--- config.mk ---
export PLATFORM = sky130hd
export DESIGN_NAME = game_tick_scheduler
export DESIGN_NICKNAME = d
export VERILOG_FILES = /design/src/rtl/game_tick_scheduler.sv
export SDC_FILE = /design/constraint.sdc
export NUM_CORES = 1
export LEC_CHECK = 0
export CORE_MARGIN = 10
export CORE_UTILIZATION = 35
export DETAILED_ROUTE_END_ITERATION = 16
export GPL_TIMING_DRIVEN = 0
export HOLD_SLACK_MARGIN = 0.06
export PLACE_DENSITY = 0.51
export REMOVE_ABC_BUFFERS = 1
export SLEW_MARGIN = 0
export SYNTH_ARGS = -nofsm -noshare
export SYNTH_HDL_FRONTEND = slang
export SYNTH_SLANG_ARGS = --single-unit
--- constraint.sdc ---
create_clock -name clk -period 8.9 [get_ports clk]
set_clock_uncertainty 0.05 [all_clocks]
set_input_delay 1.78 -clock clk [delete_from_list [all_inputs] [get_ports clk]]
set_output_delay 1.78 -clock clk [all_outputs]
set_load 0.01 [all_outputs]
--- src/rtl/game_tick_scheduler.sv ---
`default_nettype none
// ============================================================================
// Module   : game_tick_scheduler
// Purpose  : Paces snake-game updates from a programmable-period tick counter,
//            with request/done handshake, speed-up, pause and overrun flag.
// Revision : 1.0 - initial release
// ============================================================================
module game_tick_scheduler #(
    parameter int                PERIOD_DUMMY_UNUSED = 0,
    parameter int                DWIDTH      = 24,
    parameter logic [DWIDTH-1:0] PERIOD_INIT = 24'd2_500_000,
    parameter logic [DWIDTH-1:0] PERIOD_MIN  = 24'd500_000,
    parameter logic [DWIDTH-1:0] PERIOD_STEP = 24'd100_000,
    parameter int                CWIDTH      = 16
) (
    input  logic              clk,
    input  logic              reset,
    input  logic              start,
    input  logic              stop,
    input  logic              pause,
    input  logic              speed_up,
    input  logic              update_done,
    output logic              update_req,
    output logic [DWIDTH-1:0] period,
    output logic [CWIDTH-1:0] tick_count,
    output logic              overrun,
    output logic              busy
);

    typedef enum logic [1:0] {
        S_IDLE   = 2'd0,
        S_RUN    = 2'd1,
        S_REQ    = 2'd2,
        S_PAUSED = 2'd3
    } state_t;

    // One extra bit so the floor test cannot wrap for large parameter values.
    localparam logic [DWIDTH:0] c_min_plus_step = {1'b0, PERIOD_MIN} + {1'b0, PERIOD_STEP};

    state_t            r_state;
    logic [DWIDTH-1:0] r_cnt;
    logic [DWIDTH-1:0] r_period;
    logic              r_update_req;
    logic [CWIDTH-1:0] r_tick_count;
    logic              r_overrun;
    logic              r_busy;

    state_t            w_state_nxt;
    logic [DWIDTH-1:0] w_cnt_nxt;
    logic [DWIDTH-1:0] w_period_nxt;
    logic              w_req_nxt;
    logic [CWIDTH-1:0] w_tick_count_nxt;
    logic              w_overrun_nxt;
    logic              w_tick;
    logic [DWIDTH-1:0] w_period_dec;
    logic [DWIDTH-1:0] w_cnt_inc;
    logic [CWIDTH-1:0] w_tick_count_inc;

    // Greater-or-equal keeps ticking even if a speed-up left cnt past the new end.
    assign w_tick           = (r_cnt >= (r_period - DWIDTH'(1)));
    assign w_period_dec     = ({1'b0, r_period} < c_min_plus_step) ? PERIOD_MIN
                                                                   : (r_period - PERIOD_STEP);
    assign w_cnt_inc        = r_cnt + DWIDTH'(1);
    assign w_tick_count_inc = r_tick_count + CWIDTH'(1);

    always_ff @(posedge clk or negedge reset) begin
        if (!reset) begin
            r_state      <= S_IDLE;
            r_cnt        <= '0;
            r_period     <= PERIOD_INIT;
            r_update_req <= 1'b0;
            r_tick_count <= '0;
            r_overrun    <= 1'b0;
            r_busy       <= 1'b0;
        end else begin
            r_state      <= w_state_nxt;
            r_cnt        <= w_cnt_nxt;
            r_period     <= w_period_nxt;
            r_update_req <= w_req_nxt;
            r_tick_count <= w_tick_count_nxt;
            r_overrun    <= w_overrun_nxt;
            r_busy       <= (w_state_nxt != S_IDLE);
        end
    end

    always_comb begin
        w_state_nxt      = r_state;
        w_cnt_nxt        = r_cnt;
        w_period_nxt     = r_period;
        w_req_nxt        = r_update_req;
        w_tick_count_nxt = r_tick_count;
        w_overrun_nxt    = r_overrun;

        if (stop) begin
            w_state_nxt = S_IDLE;
            w_req_nxt   = 1'b0;
            w_cnt_nxt   = '0;
        end else begin
            if (speed_up && (r_state != S_IDLE)) begin
                w_period_nxt = w_period_dec;
            end

            case (r_state)
                S_IDLE: begin
                    w_cnt_nxt = '0;
                    w_req_nxt = 1'b0;
                    if (start) begin
                        w_period_nxt     = PERIOD_INIT;
                        w_tick_count_nxt = '0;
                        w_overrun_nxt    = 1'b0;
                        w_state_nxt      = S_RUN;
                    end
                end

                S_RUN: begin
                    if (w_tick) begin
                        w_cnt_nxt        = '0;
                        w_req_nxt        = 1'b1;
                        w_tick_count_nxt = w_tick_count_inc;
                        w_state_nxt      = S_REQ;
                    end else begin
                        w_cnt_nxt = w_cnt_inc;
                        if (pause) begin
                            w_state_nxt = S_PAUSED;
                        end
                    end
                end

                S_REQ: begin
                    if (w_tick) begin
                        w_cnt_nxt = '0;
                        if (update_done) begin
                            w_tick_count_nxt = w_tick_count_inc;
                        end else begin
                            w_overrun_nxt = 1'b1;
                        end
                    end else begin
                        w_cnt_nxt = w_cnt_inc;
                        if (update_done) begin
                            w_req_nxt   = 1'b0;
                            w_state_nxt = S_RUN;
                        end
                    end
                end

                S_PAUSED: begin
                    w_req_nxt = 1'b0;
                    if (!pause) begin
                        w_state_nxt = S_RUN;
                    end
                end

                default: begin
                    w_state_nxt = S_IDLE;
                    w_cnt_nxt   = '0;
                    w_req_nxt   = 1'b0;
                end
            endcase
        end
    end

    assign update_req = r_update_req;
    assign period     = r_period;
    assign tick_count = r_tick_count;
    assign overrun    = r_overrun;
    assign busy       = r_busy;

endmodule
`default_nettype wire

After elaboration in Yosys (flattened, before gate mapping)
Index checks and enable logic that the tools add are counted.

operators by class
  mux-type cells = 29
  equality and inequality tests = 11
  bitwise operators = 1
  order comparisons = 2
  reductions and logical operators = 12
  add/subtract/negate cells = 4

operators with widths
  cell                                                                            count
  24-bit 2-to-1 mux                                                               6
  16-bit 2-to-1 mux                                                               4
  16-bit case mux with 3 select lines                                             1
  24-bit case mux with 2 select lines                                             1
  24-bit by 1-bit adder with 24-bit output, second input constant                 1
  24-bit >= comparator                                                            1
  24-bit by 20-bit less-than comparator with 1-bit output, second input constant  1
  24-bit by 1-bit subtractor with 24-bit output, second input constant            1
  24-bit by 17-bit subtractor with 24-bit output, second input constant           1
  16-bit by 1-bit adder with 16-bit output, second input constant                 1
  2-bit 2-to-1 mux                                                                7
  2-bit inequality test, second input constant                                    5
  3-bit inequality test, second input constant                                    3
  2-bit case mux with 4 select lines                                              1
  1-bit 2-to-1 mux                                                                7
  6-bit AND reduction                                                             1
  2-bit nonzero test                                                              3
  3-bit nonzero test                                                              2
  5-bit AND reduction                                                             1
  2-bit equality test, second input constant                                      2
  2-bit OR reduction                                                              2
  1-bit case mux with 3 select lines                                              1
  3-bit AND reduction                                                             1
  2-bit by 1-bit equality test with 1-bit output, second input constant           1
  other kinds (4)                                                                 4

storage, ports and cells
  word-level logic and storage cells = 66
  output and inout port bits = 43
  input bits = 7
  register bits = 69

Longest topological paths before layout
  depth after elaboration = 6
  gate-level depth with buffers = 19
  depth with buffers taken out = 17

Least setup slack after synthesis
No wires, ideal clock.

  kind = register -> register
  from = reg r_period[0] (netlist: period[0])
  to = reg r_tick_count[3] (netlist: tick_count[3])
  slack = 4.652 ns
  period minus slack after synthesis = 4.248 ns
  cell stages (with the launch flop) = 19
  required time = 8.729 ns
  path buffers = 1
  arrival time = 4.077 ns
  setup time = 0.121 ns
  path through = dfrtp_1 -> inv_1 -> ha_1 -> or3b_4 -> or4_4 -> nor2_1 -> nand2_1 -> or3_4 -> nor3_2 -> xnor2_1 -> ha_1 -> nand4_1 -> nor3_1 -> nand3_1 -> a31o_2 -> a211o_1 -> clkbuf_1 -> a22o_1 -> a22o_1

between the ends
  longest elaborated chain between the ends = 4
  elaborated cells on any way between the ends = 5
  those cells by class = 1 x add/sub; 1 x order compare; 2 x eq/ne; 1 x reduce/logical

ends and longest elaborated chain
  item                                             line  source
  start: declaration                               42    logic [DWIDTH-1:0] r_period;
  start signal: assignment                         78    r_period <= w_period_nxt;
  24-bit by 1-bit subtractor with 24-bit output *  60    assign w_tick = (r_cnt >= (r_period - DWIDTH'(1)));
  24-bit >= comparator *                           60
  2-bit inequality test (no source line)           n/a
  6-bit AND reduction (no source line) *           n/a
  end signal: assignment                           80    r_tick_count <= w_tick_count_nxt;
  end: declaration                                 44    logic [CWIDTH-1:0] r_tick_count;

Every way passes the cells marked *; elsewhere a longest branch is shown, timed or not.
A chain may end at the register's enable or synchronous reset.

Worst setup path after layout
  from = reg r_period[0] (netlist: period[0])
  to = reg r_tick_count[15] (netlist: tick_count[15])

The elaborated chain is that of the path after synthesis.

==> run_results.csv <==
group,metric,value,unit
hold_path,whs_path_depth,1,
setup_path,crit_start,"period[0]",
clock_network,cts_buffer_depth,2,
drt,avgViaCountPerCell,5.33,
floorplanning,coreArea,13300,µm²
place,hpwlAfterDp,9620,µm
setup_path,arrival,5140,ps
clock_network,cts.sinks,69,
place,place_congestion,0.798,
global_routing,antenna_found_initial,0,
clock_network,htree_levels,3,
hold_path,hold_class,"flip-flop to flip-flop",
logic_synthesis,ys_ff_latch,69,
clock_network,clk_pin_slew,60,ps
drt,vias,4122,
sta,finalSetupViolCount,0,
setup_path,r2r_start,"period[0]",
final_layout,antenna_cells,0,
power,switchingPower,0.000300,W
logic_synthesis,syn_inst,552,
logic_synthesis,synth_commonest_cells,"61 x dfrtp_1, 52 x nand2_1, 52 x nor2_1",
power,p_comb_share,21.6,%
logic_synthesis,synth_top_area_share,31.7,%
global_routing,grt_pass1_vias,4137,
drt,drc,0,
power,power_density,166,nW/µm²
floorplanning,start_util,36.0,%
floorplanning,die_h,137,µm
logic_synthesis,synth-simple-area-share,23.5,%
place,placed_cells,757,
clock_network,post-cts-setup-buffer-count,0,
clock_network,clk_latency,340,ps
final_layout,layout.nets,634,
clock_network,cts_buffers,9,
logic_synthesis,synth_compound_area_share,18.3,%
global_routing,grt_usage,14.2,%
power,p_sw_share,31.1,%
sta,finalCritPeriodShare,55.6,%
sta,rsz0062_at_grt,"false",
final_layout,fillers,1351,
drt,drtIter0Drc,348,
setup_path,criticalPathCategory,"flip-flop to flip-flop",
logic_synthesis,yosysMostFrequentCell,"dfrtp_1",
hold_path,hold_path.startpoint,"r_cnt[23]",
logic_synthesis,synth_top_area_cell,"dfrtp_1",
logic_synthesis,ys_warn_count,0,
place,portBuffers,49,
setup_path,startpoint_type,"flip-flop",
logic_synthesis,syn_area,4810,µm²
global_routing,overflow,0,
drt,antenna_left,0,
power,seq_power_share,39.9,%
power,p_leak,2.40,nW
floorplanning,die-width,137,µm
drt,routed_wl,12900,µm
drt,drt_first_pass_iters,4,
final_layout,fin_cells,773,
logic_synthesis,synth_edf_count,0,
job,max_cap_violations,0,
setup_path,required,9080,ps
clock_network,holdBufCountCts,0,
logic_synthesis,synth_top_family_by_area,"simple AND/OR/NAND/NOR gates",
logic_synthesis,yosysSeqAreaShare,36.1,%
global_routing,grt_pass1_wl,21600,µm
logic_synthesis,async_reset_ff_share,100,%
sta,maxSlewViolCount,0,
global_routing,grt_max_degree,41,
floorplanning,fp.dieArea,18800,µm²
floorplanning,rows,42,
run_status,status,"finished clean",
sta,max_slew_margin,37.4,%
power,clockPowerShare,38.5,%
logic_synthesis,avgSynthCellArea,8.72,µm²
place,post_dp_cell_area,5490,µm²
logic_synthesis,synth_area_leaders,"dfrtp_1 32%, ha_1 9.1%, dfstp_2 4.4%",
power,vdd_ir_drop_max,0.0841,mV
power,p_int,0.000662,W
logic_synthesis,muxShareOfSynthArea,1.46,%
sta,fin_setup_tns,0,ps
floorplanning,pin_count,50,
final_layout,area_delta_synth_final,20.4,%
drt,wl_per_cell,16.6,µm
logic_synthesis,synthFlopType,"dfrtp_1",
logic_synthesis,ys_types,62,
setup_path,end_kind,"flip-flop",
setup_path,r2r.worst_path.cells,17,
logic_synthesis,synth_adder_area_share,9.10,%
setup_path,cp_max_fo,22,
logic_synthesis,synth_xor_area_share,7.65,%
final_layout,finish.instance_area,5790,µm²
sta,period_needed,4950,ps
clock_network,root_buffer,"clkbuf_16",
sta,worst_slew_pin_slew,933,ps
final_layout,drive_gt1_share,8.54,%
sta,hold_viol,0,
clock_network,cts_tree,"done",
power,finalPower,0.000962,W
clock_network,cts-resized-gates,0,
sta,max_freq,0.202,GHz
## through the flow
stage / setup slack (ps) / util, % / hold slack, ps
floorplan: 4480 / - / 430
global placement: 3290 / 40.7 / 439
detailed placement: 3890 / 41.1 / 454
CTS: 3880 / 43.4 / 470
global route: 3500 / 43.4 / 485
finish: 3950 / 43.4 / 464
## layout make-up
cell class / instances / area (µm²) / share of cell area, %
clock buffers: 11 / 243 / 4.19
repair buffers: 52 / 538 / 9.29
clock inverters: 5 / 60.1 / 1.04
multi-input cells: 434 / 2900 / 50.0
flip-flops and latches: 69 / 1740 / 30.0
well taps: 176 / 220 / 3.80
inverters: 26 / 97.6 / 1.69
## sequential cells by signal, summed over array words and instances, names as in the netlist
signal      flops
r_state         2
busy            1
update_req      1
r_cnt          24
overrun         1
tick_count     16
period         24
## worst max-delay path: stages (launching register included)
cell	delay, ps
dfrtp_1	380
inv_1	100
ha_1	180
or3b_4	400
or4_4	470
nor2_1	120
nand2_1	80
or3_4	340
nor3_2	130
xnor2_1	90
ha_1	300
nand4_1	130
nor3_1	300
nand3_1	140
a31oi_1	550
o21ai_2	430
a21o_1	380
o31ai_1	250
## layer usage
metal / routed length, µm / vias up / track usage, %
met5: 0 / - / 0
met1: 6030 / 1970 / 18.2
met3: 595 / 12 / 3.35
li1: - / 2061 / -
met2: 6070 / 79 / 23.1
met4: 162 / 0 / 4.80
## cells in the final DEF, fill, tap and decap left out, types with 4 or more instances in the layout
cell | Yosys | layout
or2_2 | 6 | 6
a31oi_1 | 11 | 11
nand2b_1 | 12 | 12
o22ai_1 | 5 | 5
nor2b_1 | 9 | 9
ha_1 | 35 | 35
inv_1 | 25 | 25
clkinvlp_4 | 0 | 4
nand3_1 | 24 | 24
nand2_1 | 52 | 52
nand4_1 | 10 | 10
a21o_1 | 9 | 9
a22oi_1 | 6 | 6
clkbuf_16 | 0 | 9
nor3_2 | 3 | 4
o21ai_0 | 22 | 22
clkdlybuf4s50_1 | 0 | 48
and3_1 | 8 | 8
xor2_1 | 18 | 18
o31ai_1 | 4 | 4
a21oi_1 | 25 | 24
or3_1 | 7 | 7
a211o_1 | 5 | 5
mux2i_1 | 7 | 7
dfrtp_1 | 61 | 61
xnor2_1 | 24 | 24
a22o_1 | 12 | 12
nor2_1 | 52 | 52
dfstp_2 | 8 | 8
nor4_1 | 7 | 7
nor3_1 | 18 | 17
## power groups by stage
stage | registers, W | logic (W) | clock network (W)
2_1_floorplan | 0.000386 | 0.000112 | 0
5_1_grt | 0.000389 | 0.000232 | 0.000393
3_5_place_dp | 0.000389 | 0.000209 | 0
3_3_place_gp | 0.000388 | 0.000204 | 0
4_1_cts | 0.000383 | 0.000210 | 0.000380
6_report | 0.000384 | 0.000208 | 0.000370
## final timing paths
| path | end | slack [ps] |
|---|---|---|
| max | tick_count[15] | 3950 |
| min in group asynchronous | r_cnt[1] | 1340 |
| min reg2reg | r_cnt[23] | 460 |
| max in group asynchronous | period[18] | 6860 |
| max reg2reg | tick_count[15] | 3950 |
| min | r_cnt[23] | 460 |
## cell families (layout without fill, tap and decap cells)
| kind of cell | Yosys count | after routing |
|---|---|---|
| xor+xnor | 42 | 42 |
| simple gates | 221 | 221 |
| flops | 69 | 69 |
| fa+ha+maj | 35 | 35 |
| buf+inv | 49 | 94 |
| compound gates | 129 | 129 |
| mux | 7 | 7 |
Note: power is estimated with default switching activity, not from simulation.
